### src/rtl/command_receiver_pkg.sv
// Shared frame constants and state encodings for the host->FPGA command path.
// The result path uses the same header and byte order, so both directions live here.
package command_receiver_pkg;

    localparam int         BYTE_W     = 8;
    localparam logic [7:0] FRAME_HDR  = 8'hFF;

    // Result-path framing: same header, module index next, tap byte 0 first.
    localparam logic [7:0] RESULT_HDR     = 8'hFF;
    localparam int         RESULT_IDX_POS = 1;

    typedef enum logic [3:0] {
        HUNT   = 4'b0001,
        INDEX  = 4'b0010,
        TAPS   = 4'b0100,
        COMMIT = 4'b1000
    } parser_state_t;

    typedef enum logic [3:0] {
        RX_IDLE  = 4'b0001,
        RX_START = 4'b0010,
        RX_DATA  = 4'b0100,
        RX_STOP  = 4'b1000
    } rx_state_t;

    function automatic logic is_header(input logic [7:0] b);
        return (b == FRAME_HDR);
    endfunction

endpackage

### src/rtl/command_receiver_rs232_rx_byte.sv
// 8N1 UART byte receiver: 2-flop synchronizer, start-bit glitch rejection,
// mid-bit sampling LSB first, stop-bit framing check.
module rs232_rx_byte
    import command_receiver_pkg::*;
#(
    parameter int CLKS_PER_BIT = 434
) (
    input  logic       clk,
    input  logic       rst,
    input  logic       RX,
    output logic [7:0] dout,
    output logic       byte_valid,
    output logic       rx_ferr
);

    localparam int                   BIT_CNT_W = $clog2(CLKS_PER_BIT) + 1;
    localparam logic [BIT_CNT_W-1:0] BIT_LAST  = BIT_CNT_W'(CLKS_PER_BIT - 1);
    localparam logic [BIT_CNT_W-1:0] HALF_LAST = BIT_CNT_W'(CLKS_PER_BIT / 2 - 1);

    rx_state_t              r_state;
    logic                   r_rx_meta;
    logic                   r_rx_sync;
    logic                   r_rx_prev;
    logic [BIT_CNT_W-1:0]   r_bit_cnt;
    logic [2:0]             r_bit_idx;
    logic [7:0]             r_shift;
    logic [7:0]             r_dout;
    logic                   r_byte_valid;
    logic                   r_rx_ferr;

    // Synchronizer, edge detector and bit-sampling state machine.
    always_ff @(posedge clk) begin
        if (rst) begin
            r_state      <= RX_IDLE;
            r_rx_meta    <= 1'b1;
            r_rx_sync    <= 1'b1;
            r_rx_prev    <= 1'b1;
            r_bit_cnt    <= '0;
            r_bit_idx    <= 3'd0;
            r_shift      <= 8'h00;
            r_dout       <= 8'h00;
            r_byte_valid <= 1'b0;
            r_rx_ferr    <= 1'b0;
        end else begin
            r_rx_meta    <= RX;
            r_rx_sync    <= r_rx_meta;
            r_rx_prev    <= r_rx_sync;
            r_byte_valid <= 1'b0;
            r_rx_ferr    <= 1'b0;
            case (r_state)
                RX_IDLE: begin
                    r_bit_cnt <= '0;
                    if (r_rx_prev && !r_rx_sync) begin
                        r_state <= RX_START;
                    end else begin
                        r_state <= RX_IDLE;
                    end
                end
                RX_START: begin
                    // A start bit that is high again at mid-bit was only a glitch.
                    if (r_bit_cnt == HALF_LAST) begin
                        r_bit_cnt <= '0;
                        r_bit_idx <= 3'd0;
                        r_state   <= r_rx_sync ? RX_IDLE : RX_DATA;
                    end else begin
                        r_bit_cnt <= r_bit_cnt + 1'b1;
                    end
                end
                RX_DATA: begin
                    if (r_bit_cnt == BIT_LAST) begin
                        r_bit_cnt <= '0;
                        r_shift   <= {r_rx_sync, r_shift[7:1]};
                        if (r_bit_idx == 3'd7) begin
                            r_state <= RX_STOP;
                        end else begin
                            r_bit_idx <= r_bit_idx + 3'd1;
                        end
                    end else begin
                        r_bit_cnt <= r_bit_cnt + 1'b1;
                    end
                end
                RX_STOP: begin
                    if (r_bit_cnt == BIT_LAST) begin
                        r_bit_cnt <= '0;
                        r_state   <= RX_IDLE;
                        if (r_rx_sync) begin
                            r_dout       <= r_shift;
                            r_byte_valid <= 1'b1;
                        end else begin
                            r_rx_ferr <= 1'b1;
                        end
                    end else begin
                        r_bit_cnt <= r_bit_cnt + 1'b1;
                    end
                end
                default: begin
                    r_state   <= RX_IDLE;
                    r_bit_cnt <= '0;
                end
            endcase
        end
    end

    assign dout       = r_dout;
    assign byte_valid = r_byte_valid;
    assign rx_ferr    = r_rx_ferr;

endmodule

### src/rtl/command_receiver.sv
// Command frame parser: FF header, module index, NUM_OF_TAPS tap bytes (byte 0 -> bits [7:0]),
// committed into the per-module config word with a one-cycle load pulse.
module command_receiver
    import command_receiver_pkg::*;
#(
    parameter int NUM_OF_TAPS    = 5,
    parameter int NUM_OF_MODULES = 20,
    parameter int CLKS_PER_BIT   = 434,
    parameter int TIMEOUT_BITS   = 20
) (
    input  logic                                      clk,
    input  logic                                      rst,
    input  logic                                      RX,
    output logic [NUM_OF_MODULES*NUM_OF_TAPS*8-1:0]   cfg_buf,
    output logic [NUM_OF_MODULES-1:0]                 load,
    output logic                                      frame_err,
    output logic                                      busy
);

    localparam int WORD_W      = NUM_OF_TAPS * BYTE_W;
    localparam int GAP_LIMIT_I = TIMEOUT_BITS * CLKS_PER_BIT;
    localparam int GAP_W       = $clog2(GAP_LIMIT_I) + 1;
    localparam int CNT_W       = $clog2(NUM_OF_TAPS + 1);

    localparam logic [GAP_W-1:0]          GAP_LIMIT = GAP_W'(GAP_LIMIT_I);
    localparam logic [CNT_W-1:0]          TAP_LAST  = CNT_W'(NUM_OF_TAPS - 1);
    localparam logic [7:0]                NUM_MOD   = 8'(NUM_OF_MODULES);
    localparam logic [NUM_OF_MODULES-1:0] LOAD_LSB  = NUM_OF_MODULES'(1);

    logic [7:0] w_byte;
    logic       w_byte_valid;
    logic       w_rx_ferr;
    logic       w_abort;

    parser_state_t                              r_state;
    logic [7:0]                                 r_idx;
    logic [CNT_W-1:0]                           r_cnt;
    logic [WORD_W-1:0]                          r_shadow;
    logic [GAP_W-1:0]                           r_gap;
    logic [NUM_OF_MODULES*WORD_W-1:0]           r_cfg_buf;
    logic [NUM_OF_MODULES-1:0]                  r_load;
    logic                                       r_frame_err;
    logic                                       r_busy;

    rs232_rx_byte #(
        .CLKS_PER_BIT (CLKS_PER_BIT)
    ) u_rx (
        .clk        (clk),
        .rst        (rst),
        .RX         (RX),
        .dout       (w_byte),
        .byte_valid (w_byte_valid),
        .rx_ferr    (w_rx_ferr)
    );

    // Mid-frame abort: a received byte always beats a framing error or gap expiry.
    always_comb begin
        w_abort = 1'b0;
        if ((r_state == INDEX || r_state == TAPS) && !w_byte_valid) begin
            w_abort = w_rx_ferr || (r_gap == GAP_LIMIT);
        end else begin
            w_abort = 1'b0;
        end
    end

    // Frame parser, gap timer and committed config words.
    always_ff @(posedge clk) begin
        if (rst) begin
            r_state     <= HUNT;
            r_idx       <= 8'h00;
            r_cnt       <= '0;
            r_shadow    <= '0;
            r_gap       <= '0;
            r_cfg_buf   <= '0;
            r_load      <= '0;
            r_frame_err <= 1'b0;
            r_busy      <= 1'b0;
        end else begin
            r_load      <= '0;
            r_frame_err <= 1'b0;
            if (w_abort) begin
                r_frame_err <= 1'b1;
                r_busy      <= 1'b0;
                r_shadow    <= '0;
                r_gap       <= '0;
                r_state     <= HUNT;
            end else begin
                case (r_state)
                    HUNT: begin
                        r_gap <= '0;
                        if (w_byte_valid && is_header(w_byte)) begin
                            r_busy  <= 1'b1;
                            r_state <= INDEX;
                        end else begin
                            r_state <= HUNT;
                        end
                    end
                    INDEX: begin
                        // The index byte is never reinterpreted as a header, even 0xFF.
                        if (w_byte_valid) begin
                            r_gap <= '0;
                            if (w_byte < NUM_MOD) begin
                                r_idx    <= w_byte;
                                r_shadow <= '0;
                                r_cnt    <= '0;
                                r_state  <= TAPS;
                            end else begin
                                r_frame_err <= 1'b1;
                                r_busy      <= 1'b0;
                                r_state     <= HUNT;
                            end
                        end else begin
                            r_gap <= r_gap + 1'b1;
                        end
                    end
                    TAPS: begin
                        if (w_byte_valid) begin
                            r_gap <= '0;
                            r_shadow[r_cnt*BYTE_W +: BYTE_W] <= w_byte;
                            r_cnt <= r_cnt + 1'b1;
                            if (r_cnt == TAP_LAST) begin
                                r_state <= COMMIT;
                            end else begin
                                r_state <= TAPS;
                            end
                        end else begin
                            r_gap <= r_gap + 1'b1;
                        end
                    end
                    COMMIT: begin
                        // A zero first tap is never sent by the host, so it marks corruption.
                        if (r_shadow[7:0] == 8'h00) begin
                            r_frame_err <= 1'b1;
                        end else begin
                            r_cfg_buf[r_idx*WORD_W +: WORD_W] <= r_shadow;
                            r_load <= LOAD_LSB << r_idx;
                        end
                        r_gap   <= '0;
                        r_busy  <= 1'b0;
                        r_state <= HUNT;
                    end
                    default: begin
                        r_busy  <= 1'b0;
                        r_gap   <= '0;
                        r_state <= HUNT;
                    end
                endcase
            end
        end
    end

    assign cfg_buf   = r_cfg_buf;
    assign load      = r_load;
    assign frame_err = r_frame_err;
    assign busy      = r_busy;

endmodule

### config.mk
export PLATFORM = sky130hd
export DESIGN_NAME = command_receiver
export DESIGN_NICKNAME = d
export VERILOG_FILES = /design/src/rtl/command_receiver_pkg.sv /design/src/rtl/command_receiver_rs232_rx_byte.sv /design/src/rtl/command_receiver.sv
export SDC_FILE = /design/constraint.sdc
export NUM_CORES = 2
export LEC_CHECK = 0
export CORE_AREA = 2 2 325 327
export CTS_CLUSTER_SIZE = 16
export DETAILED_ROUTE_END_ITERATION = 10
export DIE_AREA = 0 0 327 329
export GPL_TIMING_DRIVEN = 0
export PLACE_DENSITY = 0.73
export SKIP_LAST_GASP = 1
export SYNTH_ARGS = -nofsm -noshare
export SYNTH_HDL_FRONTEND = slang
export SYNTH_HIERARCHICAL = 1
export SYNTH_SLANG_ARGS = --single-unit
### constraint.sdc
create_clock -name clk -period 6.29 [get_ports clk]
set_input_delay 1.258 -clock clk [delete_from_list [all_inputs] [get_ports clk]]
set_output_delay 1.258 -clock clk [all_outputs]
set_load 0.005 [all_outputs]
==> metrics.md <==
| Metric | Value |
|---|---|
| Final routed wire length divided by cell count | `29.6 um` |
| Avg Synthesized Cell Area | `8.89 um2` |
| RSZ-0062 raised after global routing | `true` |
| Die ar. | `0.108 mm2` |
| Global-route wire length before repair | `277,000 um` |
| Die outline width | `327 um` |
| Clock transition time at the flip-flop clock pins of the worst setup and hold paths | `60 ps` |
| Vias per Instance | `5.88` |
| Post-synth top area share | `47.6%` |
| FF-to-FF Start | `r_idx[0]` |
| First-iteration detailed-routing DRC count | `4,988` |
| Synthesized cell area | `0.0391 mm2` |
| Initial standard-cell utilization of the core | `37.5%` |
| Number of placed instances, taps included | `6,631` |
| Worst vdd ir | `0.000210 V` |
| Seq/Total Area, Yosys | `47.6%` |
| Leading post-synthesis cells by cell area | `sky130_fd_sc_hd__dfxtp_1 (48%), sky130_fd_sc_hd__mux2i_1 (8.0%), sky130_fd_sc_hd__nor2_1 (6.4%), sky130_fd_sc_hd__nand2_1 (4.2%), sky130_fd_sc_hd__a21oi_1 (4.0%)` |
| Register-to-Register Path Depth | `17` |
| Number of global-route vias before repair | `37,200` |
| Number of buffers created by CTS | `98` |
| Clock tree root buffer cell | `sky130_fd_sc_hd__clkbuf_16` |
| Utilization after layout | `50.8%` |
| Overall fraction of global-route tracks in use | `35.7%` |
| Antenna violations before repair | `4` |
| Maximum clock skew at final layout | `29.5 ps` |
| Placed instance area | `0.0493 mm2` |
| Most common cell after layout, fill and taps aside | `sky130_fd_sc_hd__dfxtp_1` |
| Timing-limited maximum frequency | `157 MHz` |
| Storage element area | `0.0186 mm2` |
| DR pass1 iterations | `9` |
| Leakage power | `17.7 nW` |
| Headroom to the max-slew limit | `3.45%` |
| Place WS | `-1180 ps` |
| Count of unique library cells instantiated by Yosys | `89` |
| Remaining global-route overflow | `0` |
| Worst R2R End | `cfg_buf[663]` |
| I/O pin count | `825` |
| Number of flops mapped to enable cells by yosys | `0` |
| Required time reported for the critical path endpoint | `6870 ps` |
| # setup viols final | `8` |
| Multi-input logic area | `0.0193 mm2` |
| Area Overhead vs Synth | `35.4%` |
| Run status | `complete, but fails checks` |
| Power dissipated by switching net loads | `2.76 mW` |
| Count of filler cells inserted in the layout | `9,888` |
| Clock tree from TritonCTS | `yes` |
| Post-route cell area | `0.0530 mm2` |
| Crit Path Class | `reg -> reg` |
| Fin crit period | `6360 ps` |
| Hold EP | `u_rx/r_rx_sync` |
| Most instantiated flip-flop cell in the synthesis netlist | `sky130_fd_sc_hd__dfxtp_1` |
| Clock Power Share | `50.2%` |
| Post-Syn Nets | `4,435` |
| Clock latency at the later pin of the worst-skew pair | `730 ps` |
| Adder-Cell Fraction of Synth Area | `0.946%` |
| R2R Setup Slk | `-70 ps` |
| Worst Hold Path Cells | `1` |
| Die boundary height | `329 um` |
| Portion of netlist area occupied by mux cells | `8.82%` |
| Xor/xnor share of the synthesized area | `0.847%` |
| Residual DRC count | `0` |
| Class of the worst hold path | `reg -> reg` |
| Launch instance of the worst min-delay path | `u_rx/r_rx_meta` |
| Period Utilization, post-route | `101%` |
| Fraction of power consumed by sequential logic | `48.4%` |
| Failing checks | `negative setup slack` |
| Net count, final | `5,387` |
| Number of synthesis warnings | `6` |
| Number of failing hold endpoints at the final stage | `0` |
| DRT Wirelength | `202,000 um` |
| Fraction of registers with async set or reset after synthesis | `0%` |
| Antenna violation net count after detailed routing | `0` |
| Worst EP arrival | `6940 ps` |
| Count of vias placed by the detailed router | `40,100` |
| Number of standard cells in the layout, taps in and fillers out | `6,825` |
| Main combinational cell family by area after synthesis | `simple AND/OR/NAND/NOR gates` |
| Max Buffers Root-to-Sink | `3` |
| Share of power burned in combinational logic | `1.4%` |
| Floorplan Core Area | `0.104 mm2` |
| Detailed placer's ending HPWL | `157,000 um` |
| Cell area power density | `230 mW/mm2` |
| Number of pins with negative max-slew slack in the final report | `0` |
| Maximum number of pins on one net before global-route repair | `20` |
| CTS sink count | `930` |
| Most frequent cells in the layout | `sky130_fd_sc_hd__dfxtp_1 (930), sky130_fd_sc_hd__clkdlybuf4s50_1 (824), sky130_fd_sc_hd__nor2_1 (668)` |
| Synthesized instance count | `4,403` |
| Number of port buffers | `824` |
| FF+latch count, synth | `930` |
| Cell taking the most area after synthesis | `sky130_fd_sc_hd__dfxtp_1` |
| Internal power | `9.42 mW` |
| Slew at the pin closest to its max-slew limit | `1450 ps` |
| Maximum capacitance violations | `0` |
| H-tree Lvls | `3` |
| Simple-Gate Fraction of Synth Area | `22.2%` |
| Site row count | `119` |
| Category of the worst setup path launch point | `flip-flop` |
| Post-route worst setup slack | `-68.1 ps` |
| Kind of capture point of the worst setup path | `flip-flop` |
| Fraction of final layout cells with drive strength greater than 1 | `7.13%` |
| Synth Area in Compound Gates | `16.1%` |
| Peak fanout along the critical path | `10` |
| Gpl congestion | `1.10` |
| Switching portion of total power | `22.6%` |
## per-layer routing
layer | up-vias | track usage, % | share of wire (%) | wire length [um]
met3 | 607 | 11.4 | 11 | 22700
met2 | 2529 | 56.5 | 44 | 89800
met5 | - | 0 | 0.013 | 26
met1 | 19400 | 43.6 | 38 | 77200
met4 | 2 | 18.5 | 6.1 | 12400
li1 | 17600 | - | - | -
## cells by family (layout without fill, tap and decap cells)
family                   Yosys count  count (layout)
adder cells (fa/ha/maj)           29              29
other                              0               3
flip-flops                       930             930
multiplexers                     341             341
buffers and inverters            351            1379
XOR/XNOR                          37              37
AND/OR/NAND/NOR                 1750            1750
AO/OA/AOI/OAI                    965             965
## synth_stat cells, drive strengths merged (3+ instances only)
master,instances
inv,32
a22oi,63
nor3,115
a31oi,17
a211oi,172
xnor2,20
and3,17
nor4,52
nand3b,10
ha,28
nor2b,37
or2,8
a21oi,317
a32o,9
a311oi,12
o221ai,8
and2,36
nand4b,3
a221o,8
nor2,674
nand2,443
nand2b,13
a22o,43
nor3b,36
o32a,14
or4,6
o22a,15
nand3,228
nor4b,11
nand4,30
o31a,4
o22ai,108
a21boi,10
mux2i,312
o2bb2ai,9
or3,20
xor2,17
a21o,36
buf,65
and4,5
dfxtp,930
mux2,29
clkbuf,254
o21ai,103
## sequential cells by signal, summed over array words and instances, names as in the netlist, 4 cells and up
| register | cells |
|---|---|
| cfg_buf | 800 |
| r_shadow | 40 |
| load | 20 |
| r_gap | 15 |
| u_rx/r_bit_cnt | 10 |
| r_idx | 8 |
| u_rx/dout | 8 |
| u_rx/r_shift | 8 |
| r_state | 4 |
| u_rx/r_state | 4 |
## worst max path at each step
| stage | from | endpoint | cells after the start | slack, ps |
|---|---|---|---|---|
| 2_1_floorplan | r_idx[0] | cfg_buf[10] | 20 | 1570 |
| 3_3_place_gp | r_idx[0] | cfg_buf[238] | 20 | -1210 |
| 3_5_place_dp | r_idx[0] | cfg_buf[610] | 20 | -1180 |
| 4_1_cts | r_idx[0] | cfg_buf[175] | 19 | -30 |
| 5_1_grt | r_idx[0] | cfg_buf[255] | 16 | -20 |
| 6_report | r_idx[0] | cfg_buf[663] | 17 | -70 |
## cell type report
cell class / instances / area share, %
multi-input combinational: 3122 / 36.4
buffer: 317 / 2.45
tap: 1391 / 3.28
clock inverter: 45 / 1.12
clock buffer: 131 / 5.26
antenna: 3 / 0.0142
timing repair buffer: 854 / 16.1
sequential: 930 / 35.1
inverter: 32 / 0.227
## critical path, cell delays in order (launching register included)
cell and delay, ps:
sky130_fd_sc_hd__dfxtp_1 310, sky130_fd_sc_hd__clkbuf_1 230, sky130_fd_sc_hd__clkbuf_2 310, sky130_fd_sc_hd__inv_1 330, sky130_fd_sc_hd__clkbuf_2 320, sky130_fd_sc_hd__clkbuf_2 360
sky130_fd_sc_hd__ha_1 300, sky130_fd_sc_hd__nor2b_1 150, sky130_fd_sc_hd__clkbuf_1 470, sky130_fd_sc_hd__a21oi_1 140, sky130_fd_sc_hd__a2bb2oi_1 160, sky130_fd_sc_hd__o22ai_2 770
sky130_fd_sc_hd__nand2_1 490, sky130_fd_sc_hd__o21ai_0 710, sky130_fd_sc_hd__nand4_1 570, sky130_fd_sc_hd__clkbuf_1 350, sky130_fd_sc_hd__nand3_1 130, sky130_fd_sc_hd__o21ai_0 80
## what timing repair did
item / CTS / global route
cloned: 0 / 0
setup endpoints to repair: 658 / 613
buffers inserted: 7 / 10
pin swaps: 4 / 7
hold buffers: 0 / 0
resized for setup: 9 / 35
## stage by stage
stage               power (mW)  setup TNS (ps)  hold WS (ps)
finish                    12.2            -255           409
detailed placement        6.18         -239890           396
global placement          6.18         -280050           395
floorplan                 6.10               0           389
CTS                       12.2           -65.4           410
global route              12.4           -66.7           427
## power groups by stage
| stage | clock network (mW) | registers, mW | logic (mW) |
|---|---|---|---|
| after floorplan | 0 | 6.02 | 0.0824 |
| after global placement | 0 | 6.02 | 0.161 |
| after detailed placement | 0 | 6.02 | 0.162 |
| after CTS | 6.14 | 5.89 | 0.162 |
| after global routing | 6.37 | 5.89 | 0.173 |
| final | 6.11 | 5.89 | 0.166 |
Note: power is estimated with default switching activity, not from simulation.
